==> config.mk <==
export PLATFORM = sky130hd
export DESIGN_NAME = booth_r4_seq_mult
export DESIGN_NICKNAME = d
export VERILOG_FILES = /design/src/rtl/booth_r4_seq_mult.sv
export SDC_FILE = /design/constraint.sdc
export NUM_CORES = 1
export LEC_CHECK = 0
export BUFFER_PORTS_ARGS = -buffer_cell sky130_fd_sc_hd__buf_2
export CAP_MARGIN = 20
export CORE_ASPECT_RATIO = 1.5
export CORE_UTILIZATION = 36
export DETAILED_ROUTE_END_ITERATION = 7
export MAX_ROUTING_LAYER = met4
export PLACE_DENSITY = 0.52
export SETUP_SLACK_MARGIN = 0.15
export SLEW_MARGIN = 10
export SYNTH_ARGS = -nofsm -noshare
export SYNTH_HDL_FRONTEND = slang
export SYNTH_SLANG_ARGS = --single-unit
export TNS_END_PERCENT = 1
==> constraint.sdc <==
create_clock -name clk -period 5.1 [get_ports clk]
set_input_delay 0.255 -clock clk [delete_from_list [all_inputs] [get_ports clk]]
set_output_delay 0.255 -clock clk [all_outputs]
set_load 0.03 [all_outputs]
==> src/rtl/booth_r4_seq_mult.sv <==
// Iterative signed radix-4 Booth multiplier.
// Retires one Booth digit per clock into a 2*WIDTH accumulator; valid/ready
// handshakes on operand and product sides.
// Optional build macro SIGNED_CTRL_EN adds an is_signed input. It selects
// signed or unsigned operands per transaction. In that build every
// transaction takes WIDTH/2+1 digits.
module booth_r4_seq_mult #(
    parameter int unsigned WIDTH = 8
) (
    input  logic                 clk,
    input  logic                 rst,
    input  logic                 in_valid,
    output logic                 in_ready,
    input  logic [WIDTH-1:0]     a_in,
    input  logic [WIDTH-1:0]     b_in,
`ifdef SIGNED_CTRL_EN
    input  logic                 is_signed,
`endif
    output logic                 out_valid,
    input  logic                 out_ready,
    output logic [2*WIDTH-1:0]   product
);

    localparam int unsigned PW   = 2 * WIDTH;
`ifdef SIGNED_CTRL_EN
    localparam int unsigned NDIG = WIDTH / 2 + 1;
    localparam int unsigned MW   = WIDTH + 3;
`else
    localparam int unsigned NDIG = WIDTH / 2;
    localparam int unsigned MW   = WIDTH + 1;
`endif
    localparam int unsigned CW   = $clog2(NDIG + 1);

    typedef enum logic [1:0] {
        IDLE = 2'd0,
        RUN  = 2'd1,
        DONE = 2'd2
    } state_t;

    state_t                 state;
    logic [PW-1:0]          mcand;
    logic signed [MW-1:0]   mreg;
    logic [PW-1:0]          acc;
    logic [CW-1:0]          cnt;

    logic [2:0]             digit;
    logic                   single, double, neg;
    logic [PW-1:0]          pp_mag;
    logic [PW-1:0]          pp;
    logic [PW-1:0]          acc_nxt;
    logic                   sext;
    logic                   last;

    // Sign-extension control for the operands sampled on the accept edge.
`ifdef SIGNED_CTRL_EN
    assign sext = is_signed;
`else
    assign sext = 1'b1;
`endif

    assign last = (cnt == CW'(NDIG - 1));

    // Booth digit decode and partial product for the current digit.
    always_comb begin
        digit   = mreg[2:0];
        single  = digit[0] ^ digit[1];
        double  = (digit == 3'b011) || (digit == 3'b100);
        neg     = digit[2];
        pp_mag  = '0;
        if (single) begin
            pp_mag = mcand;
        end else if (double) begin
            pp_mag = mcand << 1;
        end
        // For digit 111 the magnitude is zero, so the negation is also zero.
        pp      = neg ? (~pp_mag + PW'(1)) : pp_mag;
        acc_nxt = acc + (pp << {cnt, 1'b0});
    end

    // Control FSM with registered handshake outputs and datapath registers.
    always_ff @(posedge clk) begin
        if (rst) begin
            state     <= IDLE;
            in_ready  <= 1'b1;
            out_valid <= 1'b0;
            product   <= '0;
            mcand     <= '0;
            mreg      <= '0;
            acc       <= '0;
            cnt       <= '0;
        end else begin
            case (state)
                IDLE: begin
                    if (in_valid) begin
                        mcand    <= {{WIDTH{a_in[WIDTH-1] & sext}}, a_in};
`ifdef SIGNED_CTRL_EN
                        mreg     <= {{2{b_in[WIDTH-1] & sext}}, b_in, 1'b0};
`else
                        mreg     <= {b_in, 1'b0};
`endif
                        acc      <= '0;
                        cnt      <= '0;
                        in_ready <= 1'b0;
                        state    <= RUN;
                    end
                end
                RUN: begin
                    acc  <= acc_nxt;
                    mreg <= mreg >>> 2;
                    cnt  <= cnt + CW'(1);
                    if (last) begin
                        product   <= acc_nxt;
                        out_valid <= 1'b1;
                        state     <= DONE;
                    end
                end
                DONE: begin
                    if (out_ready) begin
                        out_valid <= 1'b0;
                        in_ready  <= 1'b1;
                        state     <= IDLE;
                    end
                end
                default: begin
                    out_valid <= 1'b0;
                    in_ready  <= 1'b1;
                    state     <= IDLE;
                end
            endcase
        end
    end

endmodule

==> results.yml <==
sta:
  tns_ns: 0
  rsz0062_at_grt: "no"
  slew_headroom: 0.3506
  clock_skew_ns: 0.007173
  hold_viol: 0
  fin_crit_sh: 0.8937
  clock.fmax_ghz: 0.2194
  min_period_ns: 4.558
  whs_ns: 0.1809
  drv_slew: 0
  setup_viol: 0
  max_slew.worst_pin.slew_ns: 0.9698
floorplan:
  die_w_um: 83.80
  fp.dieH_um: 124.7
  core_sq_mm: 0.009744
  io_pins: 38
  initial_core_util: 0.3708
  rows: 44
  dieArea_sq_mm: 0.01045
yosys:
  syn_nets: 527
  ys_top_cells_by_count: "92 x nand2_1, 56 x dfxtp_1, 52 x nor2_1"
  yosys.area_share.simple: 0.2438
  synthCells: 486
  muxShareOfSynthArea: 0.02632
  syn_area_per_cell_sq_um: 7.435
  synth-main-ff-cell: "dfxtp_1"
  yosysWarnings: 0
  synth_edf_count: 0
  synth.distinct_cells: 59
  synth_top_family_by_area: "compound AO/OA/AOI/OAI gates"
  async_flop_share: 0
  yosys.area.top_type: "dfxtp_1"
  yosys.area.top_type_share: 0.3102
  yosysMostFrequentCell: "nand2_1"
  yosysSeqAreaShare: 0.3102
  synth_xor_area_frac: 0.05055
  synth_area_sq_mm: 0.003613
  ys_seq_elements: 56
  synth_compound_area_frac: 0.2458
  synth_fa_ha_area_frac: 0.07479
  synth.area.top_cells: "dfxtp_1 31%, nand2_1 9.6%, a21oi_1 6.9%"
drt:
  firstDrtPassIters: 8
  totalWireLength_mm: 10.21
  vias: 3478
  wl_per_cell_um: 16.18
  viasPerCell: 5.512
  drt_iter0_drc: 160
  remaining_drc_errors: 4
  postRouteAntennaNets: 0
pwr:
  p_sw_frac: 0.3220
  power_frac_comb: 0.226
  powerDensity_mw_per_mm2: 263.2
  power_switching_w: 0.0003487
  peakVddDrop_mv: 0.2247
  clock_power_share: 0.340
  cellLeakagePower_nw: 1.676
  finalPower_w: 0.001083
  p_int_w: 0.0007344
  seqPwrFrac: 0.433
job:
  max-cap-violations: 0
worst_setup_path:
  start_kind: "flop"
  r2r-start: "mreg[0]"
  cp.required_ns: 5.32
  critPathLaunch: "mreg[0]"
  crit_chain: "inv_1 -> ha_1 -> mux2i_4 -> nor2_1 -> a22oi_1 -> ha_1 -> o211ai_1 -> nor4_2 -> and3_1 -> nand2_1 -> o311a_1 -> a32oi_1 -> o22ai_1 -> ha_1 -> a21o_1 -> a21oi_1 -> nor2b_1 -> a311oi_2 -> nor3_1 -> a211oi_2 -> xor2_1 -> o31ai_1"
  reg2reg_slack_ns: 0.54
  cp-endpoint: "acc[15]"
  critical_path.max_fanout: 6
  cpPeakStageDelay_ns: 0.36
  crit_slowest_cell: "dfxtp_1"
  worst-setup-path-type: "flop to flop"
  reg2reg_to: "acc[15]"
  end_kind: "flop"
  ff2ff_path_depth: 22
  arrival_ns: 4.78
  cpMostUsedCell: "ha_1"
clock_tree:
  cts-hold-fix-buffers: 0
  clk_latency_ns: 0.30
  clk_pin_slew_worst_paths_ns: 0.08
  cts.sinks: 56
  postCtsSetupRepairBufs: 0
  cts_root_buf: "clkbuf_16"
  clockBufferDepth: 2
  cts_tree: "yes"
  h-tree-depth: 2
  cts_inserted_buffers: 5
outcome:
  violations: "DRC"
  outcome: "complete, but fails checks"
placement:
  gp_congestion: 0.9071
  hpwl_mm: 7.515
  io_buffers: 37
hold_path:
  hold_class: "primary input to flop"
global_route:
  grt_max_degree: 60
  antenna_found_initial: 0
  grt_pass1_vias: 3335
  gr-usage-all-layers: 0.2028
  grt_remaining_overflow: 0
  grt_pass1_wl_mm: 16.46
layout:
  areaGrowthSynthToFinish_pct: 13.89
  antenna_cells: 0
  fin_nets: 556
  fillers: 1020
  drive_above_1_share: 0.1415
  regArea_sq_mm: 0.001121
  multi_input_area_sq_mm: 0.002340
  final_util: 0.4223
[per-stage QoR]
step	setup WS (ns)	cell area, sq um	std cells
after floorplan	0.5370	3613	486
after global placement	0.4663	3926	622
after detailed placement	0.3371	3926	622
after CTS	0.3024	4078	630
after global routing	0.1244	4115	631
final	0.5424	4115	631
[per-layer routing]
metal | share of wire | track usage
met3 | 0.030 | 0.02850
met1 | 0.41 | 0.2113
met5 | 0 | -
met2 | 0.54 | 0.3799
met4 | 0.026 | 0.07606
[kinds of logic (layout without fill, tap and decap cells)]
| family | count (synthesis) | count (layout) |
|---|---|---|
| simple gates | 202 | 202 |
| compound gates | 136 | 136 |
| flops | 56 | 56 |
| buf+inv | 44 | 74 |
| fa+ha+maj | 21 | 21 |
| xor+xnor | 20 | 20 |
| mux | 7 | 7 |
[power groups by stage]
stage	clock network [W]	logic (W)	registers (W)
after detailed placement	0	0.000241	0.000480
after floorplan	0	0.000180	0.000475
after global placement	0	0.000242	0.000480
after global routing	0.000392	0.000272	0.000472
final	0.000369	0.000245	0.000469
after CTS	0.000380	0.000243	0.000470
[how the worst min path moves through the flow]
stage / startpoint / end / slack [ns] / cells after the start
finish: a_in[5] / mcand[5] / 0.18 / 3
global route: b_in[7] / mreg[8] / 0.20 / 3
CTS: a_in[2] / mcand[2] / 0.17 / 3
detailed placement: product[4] / product[4] / 0.45 / 2
global placement: product[5] / product[5] / 0.44 / 2
floorplan: rst / state[0] / 0.35 / 1
[layout by cell type, fill, tap and decap left out, types with 6 or more instances in the layout]
cell and instances:
dfxtp_1 56, nand3_1 21, buf_2 37, nor2b_1 6
o21a_1 6, nor3_1 7, nand2b_1 6, a22oi_1 6
o21ai_0 19, ha_1 20, a211oi_1 8, xnor2_1 11
nor2_1 52, a21oi_1 50, buf_4 13, nand2_1 92
xor2_1 8, inv_1 13, a311oi_1 7
[flip-flops by register name, indices dropped and copies added (netlist names)]
signal,flops
mreg,9
state,2
acc,16
mcand,8
in_ready,1
cnt,3
product,16
out_valid,1
[what timing repair did]
action | in CTS | in global routing
gates resized for setup | 0 | 3
setup endpoints to repair | 0 | 6
hold endpoints to repair | 0 | 0
[critical path, delay by kind of cell, from the launching register on]
family          cells  cell delay, ns
flops               1            0.36
fa+ha+maj           3            0.82
simple gates        6            0.82
xor+xnor            1            0.10
mux                 1            0.25
buf+inv             1            0.05
compound gates     10            2.05
[final cells by class]
type	instances	share of cell area
Clock buffer	5	0.03040
Clock inverter	3	0.006385
Inverter	15	0.01368
Multi-Input combinational cell	386	0.5686
Sequential cell	56	0.2724
Tap cell	115	0.03497
Timing Repair Buffer	51	0.07358
No activity file was read; power rests on OpenSTA's default activity.
